### src/rtl/id_ex_stage_pkg.sv
// Shared CPU definitions for the ID/EX stage: ALU operation codes,
// bubble constants and default datapath widths.
package id_ex_stage_pkg;

  localparam int DATA_W_DEF     = 32;
  localparam int CONF_W_DEF     = 5;
  localparam int REG_ADDR_W_DEF = 5;
  localparam int SHAMT_W        = 5;

  typedef enum logic [4:0] {
    ALU_AND = 5'd0,
    ALU_OR  = 5'd1,
    ALU_ADD = 5'd2,
    ALU_SUB = 5'd3,
    ALU_XOR = 5'd4,
    ALU_NOR = 5'd5,
    ALU_SLT = 5'd6,
    ALU_SLL = 5'd7,
    ALU_SRL = 5'd8,
    ALU_SRA = 5'd9
  } alu_conf_e;

  // A bubble is an all-zero register image: AND with no side effects, rd=$0.
  localparam logic [4:0] BUBBLE_CONF = ALU_AND;
  localparam logic [4:0] BUBBLE_RD   = 5'd0;

endpackage

### src/rtl/id_ex_stage_if.sv
// ID/EX stage bus: ID-side decoded fields, forwarding sources from EX/MEM and
// MEM/WB, and the EX-side outputs to the ALU and later stages.
// master = the surrounding pipeline (drives i_*), slave = the stage itself.
interface id_ex_stage_if #(
  parameter int DATA_W     = 32,
  parameter int CONF_W     = 5,
  parameter int REG_ADDR_W = 5
);
  logic                  i_stall;
  logic                  i_flush;
  logic                  i_id_valid;
  logic [CONF_W-1:0]     i_id_alu_conf;
  logic                  i_id_sign;
  logic [DATA_W-1:0]     i_id_rs_data;
  logic [DATA_W-1:0]     i_id_rt_data;
  logic [DATA_W-1:0]     i_id_imm;
  logic [4:0]            i_id_shamt;
  logic                  i_id_src_a_shamt;
  logic                  i_id_src_b_imm;
  logic [REG_ADDR_W-1:0] i_id_rs;
  logic [REG_ADDR_W-1:0] i_id_rt;
  logic [REG_ADDR_W-1:0] i_id_rd;
  logic                  i_id_reg_write;
  logic                  i_id_mem_read;
  logic                  i_id_mem_write;
  logic                  i_id_mem_to_reg;
  logic                  i_exmem_reg_write;
  logic [REG_ADDR_W-1:0] i_exmem_rd;
  logic [DATA_W-1:0]     i_exmem_result;
  logic                  i_memwb_reg_write;
  logic [REG_ADDR_W-1:0] i_memwb_rd;
  logic [DATA_W-1:0]     i_memwb_data;
  logic                  o_valid;
  logic [CONF_W-1:0]     o_alu_conf;
  logic                  o_alu_sign;
  logic [DATA_W-1:0]     o_alu_data_1;
  logic [DATA_W-1:0]     o_alu_data_2;
  logic [DATA_W-1:0]     o_store_data;
  logic [REG_ADDR_W-1:0] o_rd;
  logic                  o_reg_write;
  logic                  o_mem_read;
  logic                  o_mem_write;
  logic                  o_mem_to_reg;

  modport master (
    output i_stall, i_flush, i_id_valid, i_id_alu_conf, i_id_sign, i_id_rs_data,
           i_id_rt_data, i_id_imm, i_id_shamt, i_id_src_a_shamt, i_id_src_b_imm,
           i_id_rs, i_id_rt, i_id_rd, i_id_reg_write, i_id_mem_read, i_id_mem_write,
           i_id_mem_to_reg, i_exmem_reg_write, i_exmem_rd, i_exmem_result,
           i_memwb_reg_write, i_memwb_rd, i_memwb_data,
    input  o_valid, o_alu_conf, o_alu_sign, o_alu_data_1, o_alu_data_2, o_store_data,
           o_rd, o_reg_write, o_mem_read, o_mem_write, o_mem_to_reg
  );

  modport slave (
    input  i_stall, i_flush, i_id_valid, i_id_alu_conf, i_id_sign, i_id_rs_data,
           i_id_rt_data, i_id_imm, i_id_shamt, i_id_src_a_shamt, i_id_src_b_imm,
           i_id_rs, i_id_rt, i_id_rd, i_id_reg_write, i_id_mem_read, i_id_mem_write,
           i_id_mem_to_reg, i_exmem_reg_write, i_exmem_rd, i_exmem_result,
           i_memwb_reg_write, i_memwb_rd, i_memwb_data,
    output o_valid, o_alu_conf, o_alu_sign, o_alu_data_1, o_alu_data_2, o_store_data,
           o_rd, o_reg_write, o_mem_read, o_mem_write, o_mem_to_reg
  );
endinterface

### src/rtl/id_ex_stage_ex_forward_mux.sv
// EX-stage operand forwarding: 3-way priority select EX/MEM > MEM/WB > register.
// $0 is never forwarded. Forwarding exists only when EX_FORWARD_EN is defined;
// otherwise the registered operand passes straight through.
module ex_forward_mux #(
  parameter int DATA_W     = 32,
  parameter int REG_ADDR_W = 5
) (
  input  logic [REG_ADDR_W-1:0] src_addr,
  input  logic [DATA_W-1:0]     reg_data,
  input  logic                  exmem_reg_write,
  input  logic [REG_ADDR_W-1:0] exmem_rd,
  input  logic [DATA_W-1:0]     exmem_result,
  input  logic                  memwb_reg_write,
  input  logic [REG_ADDR_W-1:0] memwb_rd,
  input  logic [DATA_W-1:0]     memwb_data,
  output logic [DATA_W-1:0]     fwd_data
);
`ifdef EX_FORWARD_EN
  logic src_nz;
  assign src_nz = |src_addr;

  // Younger producer (EX/MEM) shadows the older one (MEM/WB).
  always_comb begin
    fwd_data = reg_data;
    if (exmem_reg_write && (exmem_rd == src_addr) && src_nz)
      fwd_data = exmem_result;
    else if (memwb_reg_write && (memwb_rd == src_addr) && src_nz)
      fwd_data = memwb_data;
  end
`else
  logic unused_fwd;
  assign unused_fwd = ^{src_addr, exmem_reg_write, exmem_rd, exmem_result,
                        memwb_reg_write, memwb_rd, memwb_data};

  // No forwarding: always the registered operand.
  always_comb begin
    fwd_data = reg_data;
  end
`endif
endmodule

### src/rtl/id_ex_stage.sv
// ID/EX pipeline register with EX operand selection and forwarding.
// ALU shift convention: data_1 = shift amount, data_2 = value shifted.
// Optional feature macro: EX_FORWARD_EN (EX/MEM and MEM/WB operand forwarding).
module id_ex_stage
  import id_ex_stage_pkg::*;
#(
  parameter int DATA_W     = DATA_W_DEF,
  parameter int CONF_W     = CONF_W_DEF,
  parameter int REG_ADDR_W = REG_ADDR_W_DEF
) (
  input  logic         i_clk,
  input  logic         i_rst,
  id_ex_stage_if.slave bus
);

  logic                  valid_q;
  logic [CONF_W-1:0]     conf_q;
  logic                  sign_q;
  logic [DATA_W-1:0]     rs_data_q;
  logic [DATA_W-1:0]     rt_data_q;
  logic [DATA_W-1:0]     imm_q;
  logic [SHAMT_W-1:0]    shamt_q;
  logic                  src_a_shamt_q;
  logic                  src_b_imm_q;
  logic [REG_ADDR_W-1:0] rs_q;
  logic [REG_ADDR_W-1:0] rt_q;
  logic [REG_ADDR_W-1:0] rd_q;
  logic                  reg_write_q;
  logic                  mem_read_q;
  logic                  mem_write_q;
  logic                  mem_to_reg_q;

  logic [DATA_W-1:0]     fwd_rs;
  logic [DATA_W-1:0]     fwd_rt;

  ex_forward_mux #(.DATA_W(DATA_W), .REG_ADDR_W(REG_ADDR_W)) u_fwd_rs (
    .src_addr        (rs_q),
    .reg_data        (rs_data_q),
    .exmem_reg_write (bus.i_exmem_reg_write),
    .exmem_rd        (bus.i_exmem_rd),
    .exmem_result    (bus.i_exmem_result),
    .memwb_reg_write (bus.i_memwb_reg_write),
    .memwb_rd        (bus.i_memwb_rd),
    .memwb_data      (bus.i_memwb_data),
    .fwd_data        (fwd_rs)
  );

  ex_forward_mux #(.DATA_W(DATA_W), .REG_ADDR_W(REG_ADDR_W)) u_fwd_rt (
    .src_addr        (rt_q),
    .reg_data        (rt_data_q),
    .exmem_reg_write (bus.i_exmem_reg_write),
    .exmem_rd        (bus.i_exmem_rd),
    .exmem_result    (bus.i_exmem_result),
    .memwb_reg_write (bus.i_memwb_reg_write),
    .memwb_rd        (bus.i_memwb_rd),
    .memwb_data      (bus.i_memwb_data),
    .fwd_data        (fwd_rt)
  );

  // Pipeline register: reset/flush -> bubble, stall -> hold but refresh the
  // operands from the forward path so a producer retiring mid-stall is kept.
  always_ff @(posedge i_clk) begin
    if (i_rst || bus.i_flush) begin
      valid_q       <= 1'b0;
      conf_q        <= CONF_W'(BUBBLE_CONF);
      sign_q        <= 1'b0;
      rs_data_q     <= '0;
      rt_data_q     <= '0;
      imm_q         <= '0;
      shamt_q       <= '0;
      src_a_shamt_q <= 1'b0;
      src_b_imm_q   <= 1'b0;
      rs_q          <= '0;
      rt_q          <= '0;
      rd_q          <= REG_ADDR_W'(BUBBLE_RD);
      reg_write_q   <= 1'b0;
      mem_read_q    <= 1'b0;
      mem_write_q   <= 1'b0;
      mem_to_reg_q  <= 1'b0;
    end else if (bus.i_stall) begin
      rs_data_q     <= fwd_rs;
      rt_data_q     <= fwd_rt;
    end else begin
      valid_q       <= bus.i_id_valid;
      conf_q        <= bus.i_id_alu_conf;
      sign_q        <= bus.i_id_sign;
      rs_data_q     <= bus.i_id_rs_data;
      rt_data_q     <= bus.i_id_rt_data;
      imm_q         <= bus.i_id_imm;
      shamt_q       <= bus.i_id_shamt;
      src_a_shamt_q <= bus.i_id_src_a_shamt;
      src_b_imm_q   <= bus.i_id_src_b_imm;
      rs_q          <= bus.i_id_rs;
      rt_q          <= bus.i_id_rt;
      rd_q          <= bus.i_id_rd;
      reg_write_q   <= bus.i_id_reg_write;
      mem_read_q    <= bus.i_id_mem_read;
      mem_write_q   <= bus.i_id_mem_write;
      mem_to_reg_q  <= bus.i_id_mem_to_reg;
    end
  end

  // ALU operand selection; only these depend combinationally on forwarding.
  always_comb begin
    bus.o_alu_data_1 = src_a_shamt_q ? {{(DATA_W-SHAMT_W){1'b0}}, shamt_q} : fwd_rs;
    bus.o_alu_data_2 = src_b_imm_q ? imm_q : fwd_rt;
    bus.o_store_data = fwd_rt;
  end

  assign bus.o_valid      = valid_q;
  assign bus.o_alu_conf   = conf_q;
  assign bus.o_alu_sign   = sign_q;
  assign bus.o_rd         = rd_q;
  assign bus.o_reg_write  = reg_write_q;
  assign bus.o_mem_read   = mem_read_q;
  assign bus.o_mem_write  = mem_write_q;
  assign bus.o_mem_to_reg = mem_to_reg_q;

endmodule

### src/flat_wrapper.sv
// flat-port wrapper written by rule: the top's interface ports become plain ports
module id_ex_stage_flat import id_ex_stage_pkg::*;
#(
  parameter int DATA_W     = DATA_W_DEF,
  parameter int CONF_W     = CONF_W_DEF,
  parameter int REG_ADDR_W = REG_ADDR_W_DEF
)
  (i_clk, i_rst, bus_i_stall, bus_i_flush, bus_i_id_valid, bus_i_id_alu_conf, bus_i_id_sign, bus_i_id_rs_data, bus_i_id_rt_data, bus_i_id_imm, bus_i_id_shamt, bus_i_id_src_a_shamt, bus_i_id_src_b_imm, bus_i_id_rs, bus_i_id_rt, bus_i_id_rd, bus_i_id_reg_write, bus_i_id_mem_read, bus_i_id_mem_write, bus_i_id_mem_to_reg, bus_i_exmem_reg_write, bus_i_exmem_rd, bus_i_exmem_result, bus_i_memwb_reg_write, bus_i_memwb_rd, bus_i_memwb_data, bus_o_valid, bus_o_alu_conf, bus_o_alu_sign, bus_o_alu_data_1, bus_o_alu_data_2, bus_o_store_data, bus_o_rd, bus_o_reg_write, bus_o_mem_read, bus_o_mem_write, bus_o_mem_to_reg);
  id_ex_stage_if #(.DATA_W(DATA_W), .CONF_W(CONF_W), .REG_ADDR_W(REG_ADDR_W)) bus_i ();
  input  logic i_clk;
  input  logic i_rst;
  input wire logic [$bits(bus_i.i_stall)-1:0] bus_i_stall;
  input wire logic [$bits(bus_i.i_flush)-1:0] bus_i_flush;
  input wire logic [$bits(bus_i.i_id_valid)-1:0] bus_i_id_valid;
  input wire logic [$bits(bus_i.i_id_alu_conf)-1:0] bus_i_id_alu_conf;
  input wire logic [$bits(bus_i.i_id_sign)-1:0] bus_i_id_sign;
  input wire logic [$bits(bus_i.i_id_rs_data)-1:0] bus_i_id_rs_data;
  input wire logic [$bits(bus_i.i_id_rt_data)-1:0] bus_i_id_rt_data;
  input wire logic [$bits(bus_i.i_id_imm)-1:0] bus_i_id_imm;
  input wire logic [$bits(bus_i.i_id_shamt)-1:0] bus_i_id_shamt;
  input wire logic [$bits(bus_i.i_id_src_a_shamt)-1:0] bus_i_id_src_a_shamt;
  input wire logic [$bits(bus_i.i_id_src_b_imm)-1:0] bus_i_id_src_b_imm;
  input wire logic [$bits(bus_i.i_id_rs)-1:0] bus_i_id_rs;
  input wire logic [$bits(bus_i.i_id_rt)-1:0] bus_i_id_rt;
  input wire logic [$bits(bus_i.i_id_rd)-1:0] bus_i_id_rd;
  input wire logic [$bits(bus_i.i_id_reg_write)-1:0] bus_i_id_reg_write;
  input wire logic [$bits(bus_i.i_id_mem_read)-1:0] bus_i_id_mem_read;
  input wire logic [$bits(bus_i.i_id_mem_write)-1:0] bus_i_id_mem_write;
  input wire logic [$bits(bus_i.i_id_mem_to_reg)-1:0] bus_i_id_mem_to_reg;
  input wire logic [$bits(bus_i.i_exmem_reg_write)-1:0] bus_i_exmem_reg_write;
  input wire logic [$bits(bus_i.i_exmem_rd)-1:0] bus_i_exmem_rd;
  input wire logic [$bits(bus_i.i_exmem_result)-1:0] bus_i_exmem_result;
  input wire logic [$bits(bus_i.i_memwb_reg_write)-1:0] bus_i_memwb_reg_write;
  input wire logic [$bits(bus_i.i_memwb_rd)-1:0] bus_i_memwb_rd;
  input wire logic [$bits(bus_i.i_memwb_data)-1:0] bus_i_memwb_data;
  output wire logic [$bits(bus_i.o_valid)-1:0] bus_o_valid;
  output wire logic [$bits(bus_i.o_alu_conf)-1:0] bus_o_alu_conf;
  output wire logic [$bits(bus_i.o_alu_sign)-1:0] bus_o_alu_sign;
  output wire logic [$bits(bus_i.o_alu_data_1)-1:0] bus_o_alu_data_1;
  output wire logic [$bits(bus_i.o_alu_data_2)-1:0] bus_o_alu_data_2;
  output wire logic [$bits(bus_i.o_store_data)-1:0] bus_o_store_data;
  output wire logic [$bits(bus_i.o_rd)-1:0] bus_o_rd;
  output wire logic [$bits(bus_i.o_reg_write)-1:0] bus_o_reg_write;
  output wire logic [$bits(bus_i.o_mem_read)-1:0] bus_o_mem_read;
  output wire logic [$bits(bus_i.o_mem_write)-1:0] bus_o_mem_write;
  output wire logic [$bits(bus_i.o_mem_to_reg)-1:0] bus_o_mem_to_reg;
  assign bus_i.i_stall = bus_i_stall;
  assign bus_i.i_flush = bus_i_flush;
  assign bus_i.i_id_valid = bus_i_id_valid;
  assign bus_i.i_id_alu_conf = bus_i_id_alu_conf;
  assign bus_i.i_id_sign = bus_i_id_sign;
  assign bus_i.i_id_rs_data = bus_i_id_rs_data;
  assign bus_i.i_id_rt_data = bus_i_id_rt_data;
  assign bus_i.i_id_imm = bus_i_id_imm;
  assign bus_i.i_id_shamt = bus_i_id_shamt;
  assign bus_i.i_id_src_a_shamt = bus_i_id_src_a_shamt;
  assign bus_i.i_id_src_b_imm = bus_i_id_src_b_imm;
  assign bus_i.i_id_rs = bus_i_id_rs;
  assign bus_i.i_id_rt = bus_i_id_rt;
  assign bus_i.i_id_rd = bus_i_id_rd;
  assign bus_i.i_id_reg_write = bus_i_id_reg_write;
  assign bus_i.i_id_mem_read = bus_i_id_mem_read;
  assign bus_i.i_id_mem_write = bus_i_id_mem_write;
  assign bus_i.i_id_mem_to_reg = bus_i_id_mem_to_reg;
  assign bus_i.i_exmem_reg_write = bus_i_exmem_reg_write;
  assign bus_i.i_exmem_rd = bus_i_exmem_rd;
  assign bus_i.i_exmem_result = bus_i_exmem_result;
  assign bus_i.i_memwb_reg_write = bus_i_memwb_reg_write;
  assign bus_i.i_memwb_rd = bus_i_memwb_rd;
  assign bus_i.i_memwb_data = bus_i_memwb_data;
  assign bus_o_valid = bus_i.o_valid;
  assign bus_o_alu_conf = bus_i.o_alu_conf;
  assign bus_o_alu_sign = bus_i.o_alu_sign;
  assign bus_o_alu_data_1 = bus_i.o_alu_data_1;
  assign bus_o_alu_data_2 = bus_i.o_alu_data_2;
  assign bus_o_store_data = bus_i.o_store_data;
  assign bus_o_rd = bus_i.o_rd;
  assign bus_o_reg_write = bus_i.o_reg_write;
  assign bus_o_mem_read = bus_i.o_mem_read;
  assign bus_o_mem_write = bus_i.o_mem_write;
  assign bus_o_mem_to_reg = bus_i.o_mem_to_reg;
  id_ex_stage #(.DATA_W(DATA_W), .CONF_W(CONF_W), .REG_ADDR_W(REG_ADDR_W)) u_core (.i_clk(i_clk), .i_rst(i_rst), .bus(bus_i));
endmodule
### config.mk
export PLATFORM = sky130hd
export DESIGN_NAME = id_ex_stage_flat
export DESIGN_NICKNAME = d
export VERILOG_FILES = /design/src/rtl/id_ex_stage_pkg.sv /design/src/rtl/id_ex_stage_if.sv /design/src/rtl/id_ex_stage_ex_forward_mux.sv /design/src/rtl/id_ex_stage.sv /design/src/flat_wrapper.sv
export SDC_FILE = /design/constraint.sdc
export NUM_CORES = 1
export LEC_CHECK = 0
export ABC_AREA = 1
export CAP_MARGIN = 10
export CORE_MARGIN = 8
export CORE_UTILIZATION = 38
export CTS_BUF_LIST = sky130_fd_sc_hd__clkbuf_16
export DETAILED_ROUTE_END_ITERATION = 6
export PLACE_DENSITY = 0.86
export SYNTH_ARGS = -nofsm -noshare
export SYNTH_HDL_FRONTEND = slang
export SYNTH_SLANG_ARGS = --single-unit
### constraint.sdc
create_clock -name i_clk -period 1.09 [get_ports i_clk]
set_input_delay 0.109 -clock i_clk [delete_from_list [all_inputs] [get_ports i_clk]]
set_output_delay 0.109 -clock i_clk [all_outputs]
set_load 0.03 [all_outputs]
# Yosys cells after proc, flatten, opt, wreduce, memory -nomap -nowiden
# Index checks and enable logic that the tools add are counted.
[op_classes]
div_mod_pow = 0
n_addsub = 0
reduce_logical = 1
shift = 0
n_bitwise = 0
order_cmp = 0
n_mux = 2
eq_ne = 0
mul = 0
[op_table]
columns = ["operator", "count"]
rows = [
  ["$mux W32", 2],
  ["$logic_or A1 B1 Y1", 1],
]
[word_totals]
latchBits = 0
inputBits = 209
rom_bits = 0
wordCells = 17
reg_bits = 119
memories = 0
output_inout_bits = 112
ram_bits = 0

# Logic depth before layout (Yosys ltp)
[depth]
ltp_word = 1
mapped_depth = 5
mapped_depth_nobuf = 4

# By module
# From an unflattened synthesis, not the netlist that was laid out.
[hier_totals]
cells_unflattened = 994
area_unflattened_um2 = 6237.2
[by_module_without_submodules]
columns = ["module", "n_inst", "cells_each", "seq_area_each_um2", "area_per_inst_um2"]
rows = [
  ["id_ex_stage", 1, 930, 2582.5, 5756.8],
  ["ex_forward_mux", 2, 32, 0.0, 240.2],
]

# Least setup slack after synthesis
# No wires, ideal clock.
[synth_path]
path_kind = "reg-to-output"
startpoint = "register u_core.src_b_imm_q"
endpoint = "output bus_o_alu_data_2[13]"
setup_slack_ns = -0.326
t_arrival_ns = 1.307
stages_incl_launch_ff = 4
t_required_ns = 0.981
path_buffers = 2
cell_sequence = "dfxtp_1 > buf_2 > clkbuf_1 > o21ai_0"
[synth_via]
elab_chain_cells = 1
[synth_lines]
columns = ["item", "line", "rtl"]
rows = [
  ["from (decl)", "id_ex_stage.sv:24", "logic src_b_imm_q;"],
  ["from (signal assigned)", "id_ex_stage.sv:92", "src_b_imm_q <= bus.i_id_src_b_imm;"],
  ["$mux W32", "id_ex_stage.sv:106", "bus.o_alu_data_2 = src_b_imm_q ? imm_q : fwd_rt;"],
  ["to (decl)", "flat_wrapper.sv:40", "output wire logic [$bits(bus_i.o_alu_data_2)-1:0] bus_o_alu_data_2;"],
]
# Every way passes these cells.

# Worst setup path after layout
[layout_path]
startpoint = "register u_core.src_b_imm_q"
endpoint = "output bus_o_alu_data_2[20]"
# The elaborated chain is that of the path after synthesis.

==> metrics.md <==
| Metric | Value |
|---|---|
| Initial antenna violation count | 0 |
| DRC viols | 0 |
| Worst reg-to-reg path cell count | 6 |
| CP max FO | 21 |
| Total power | 11.69 mW |
| Synth Warn # | 0 |
| H-tree lvl count | 4 |
| Routed wire per std cell | 13.53 um |
| FP Rows | between 40 and 50 |
| Power density cells | 1308 nW/um^2 |
| Initial Utilization | 0.3870 |
| Largest registers | u_core.imm_q (32), u_core.rs_data_q (32), u_core.rt_data_q (32) |
| Final Worst Setup Slack | -367.7 ps |
| Area Growth Syn to Fin | 66.92% |
| First DRT Iteration DRCs | around 230 |
| Period minus WS final | 1458 ps |
| Syn nets | 1075 |
| Clock Tree Root | clkbuf_16 |
| Post-synthesis cell type count | 8 |
| # IOs | ~320 |
| Fill count | around 1.2k |
| Detailed Routing Iterations Pass 1 | 6 |
| Total track usage | 0.1828 |
| Area contributors post-synth | dfxtp_1, nand2_1, nor2_1 |
| Setup crit end kind | output port |
| Max-slew headroom | 0.7981 |
| Largest net degree at the start of global routing | 54 |
| RD Place Congestion | 0.7709 |
| Final Cycle Share | 1.337 |
| Critical Path Start Type | flip-flop |
| Hpwl dp | approximately 12000 um |
| Seq cells post-synth | 119 |
| Number of port buffers | 234 |
| Share of the synthesized area in the top cell type | 0.4452 |
| Non-Filler Instances | between 1k and 1.5k |
| Max frequency | 0.6860 GHz |
| Worst EP required | a little under 1000 ps |
| Grt total ovfl | 0 |
| Drt total wl | 17520 um |
| Final Max Tran Viols | 0 |
| Vias post-DR | between 5k and 6k |
| Worst Tran Pin Value | ~300 ps |
| Clk slew on worst S/H paths | 60 ps |
| Num Clock Sinks | 119 |
| Worst hold path depth | 3 |
| Drt via density | 4.378 |
| Outcome | finished with violations |
| Cells after synthesis | 866 |
| Deepest clock path buffer count | 2 |
| Max cap viols | 0 |
| Area leader, netlist | dfxtp_1 |
| Final Hold Fails | 0 |
| Nets@finish | 1311 |
| Synth Cell Area | roughly 5400 um^2 |
| Cts bufs inserted | 17 |
| Worst hold path class | in2reg |
| Inst Count DP | about 1.3k |
| Die Wd | 134.7 um |
| Violated checks | negative setup slack |
| Antenna diode count | 0 |
| Setup TNS Final | -20320 ps |
| DP Area | around 8000 um^2 |
| Most frequent cells in the layout | nand2_1, nor2_1, inv_1, clkdlybuf4s50_1, dfxtp_1 |
| Post-CTS Hold Fix Bufs | 0 |
| Design area | 8932 um^2 |
| Syn avg cell area | 6.179 um^2 |
| Pleak | 4.202 nW |
| Vias in the first global route | 5437 |
| Worst skew pair latency | 410 ps |
| Seq/Total Area, Yosys | 0.4452 |
| Commonest non-fill, non-tap cell in the layout | nand2_1 |
| Die H | around 130 um |
| DRT antenna net count | 0 |
| Share of cells above drive strength 1 | 0.2099 |
| Die area | 18140 um^2 |
| VDD IR max | roughly 0.0010 V |
| WP data arrival | 1350 ps |
| RSZ-0062 raised after global routing | yes |
| Clock Skew | 0 ps |
| Core area | 13830 um^2 |
| CTS tree | yes |
| Crit Path Class | reg2out |
| Final number of setup-violating endpoints | 64 |
| First-pass GRT wire length | 26250 um |
==> cell families (layout without fill, tap and decap cells) <==
group | Yosys count | count (layout) | share of synthesized area
compound gates | 37 | 37 | 0.03460
buf+inv | 169 | 418 | 0.1408
flops | 119 | 119 | 0.4452
simple gates | 541 | 541 | 0.3795
==> layout make-up <==
type	count	area [um^2]	share of cell area
tap	180	225.2	0.02521
inverter	119	446.7	0.05001
clock buffer	17	425.4	0.04763
multi-input combinational	578	2599	0.2909
timing repair buffer	267	2770	0.3101
sequential	119	2392	0.2678
clock inverter	15	73.82	0.008264
==> cell usage after synthesis (all sizes together) <==
| cell type | n |
|---|---|
| nand2 | 275 |
| dfxtp | 119 |
| nor2 | 266 |
| o21ai | 37 |
| buf | 47 |
| inv | 119 |
| clkbuf | 3 |
==> stage by stage <==
step | hold WS [ps] | setup slack (ps) | util
floorplan | 238.4 | -156.6 | -
global placement | 492.5 | -172.8 | 0.5629
detailed placement | 495.4 | -224.2 | 0.5629
CTS | 72.64 | -408.2 | 0.6325
global route | 86.43 | -435.1 | 0.6460
finish | 85.16 | -367.7 | 0.6460
==> metal layers <==
metal | GRT usage | vias to the layer above | routed length (um)
met1 | 0.1867 | 2476 | 6799
met2 | 0.3160 | 179 | 8733
met4 | 0.09108 | 0 | 513
met5 | 0 | - | 0
met3 | 0.07504 | 37 | 1477
li1 | - | 2978 | -
==> timing repair <==
action                                  in CTS  in global routing
cloned                                       4                  2
pin swaps                                    4                 30
endpoints found under the setup margin      64                 67
buffers inserted                             3                  5
resized for setup                           91                 35
==> worst max-delay path: stages, from the launching register on <==
cell	delay [ps]
dfxtp_4	410
buf_12	180
nand2_1	60
o21ai_1	90
buf_4	180
==> final timing paths <==
kind / slack, ps / to / start
hold reg to reg: 510 / u_core.imm_q[6] / u_core.imm_q[6]
setup / recovery: -370 / bus_o_alu_data_2[20] / u_core.src_b_imm_q
hold / removal: 90 / u_core.bus.o_mem_read / bus_i_stall
setup reg to reg: 100 / u_core.src_a_shamt_q / u_core.src_a_shamt_q
==> power breakdown <==
| part | switching [mW] | total, mW | leakage (nW) | internal (mW) |
|---|---|---|---|---|
| Combinational | 1.21 | 2.31 | 2.97 | 1.10 |
| Clock | 1.92 | 4.73 | 0.252 | 2.81 |
| Sequential | 0.102 | 4.65 | 0.977 | 4.54 |
| Total | 3.24 | 11.7 | 4.20 | 8.45 |
Power figures use the tool's default switching activity.
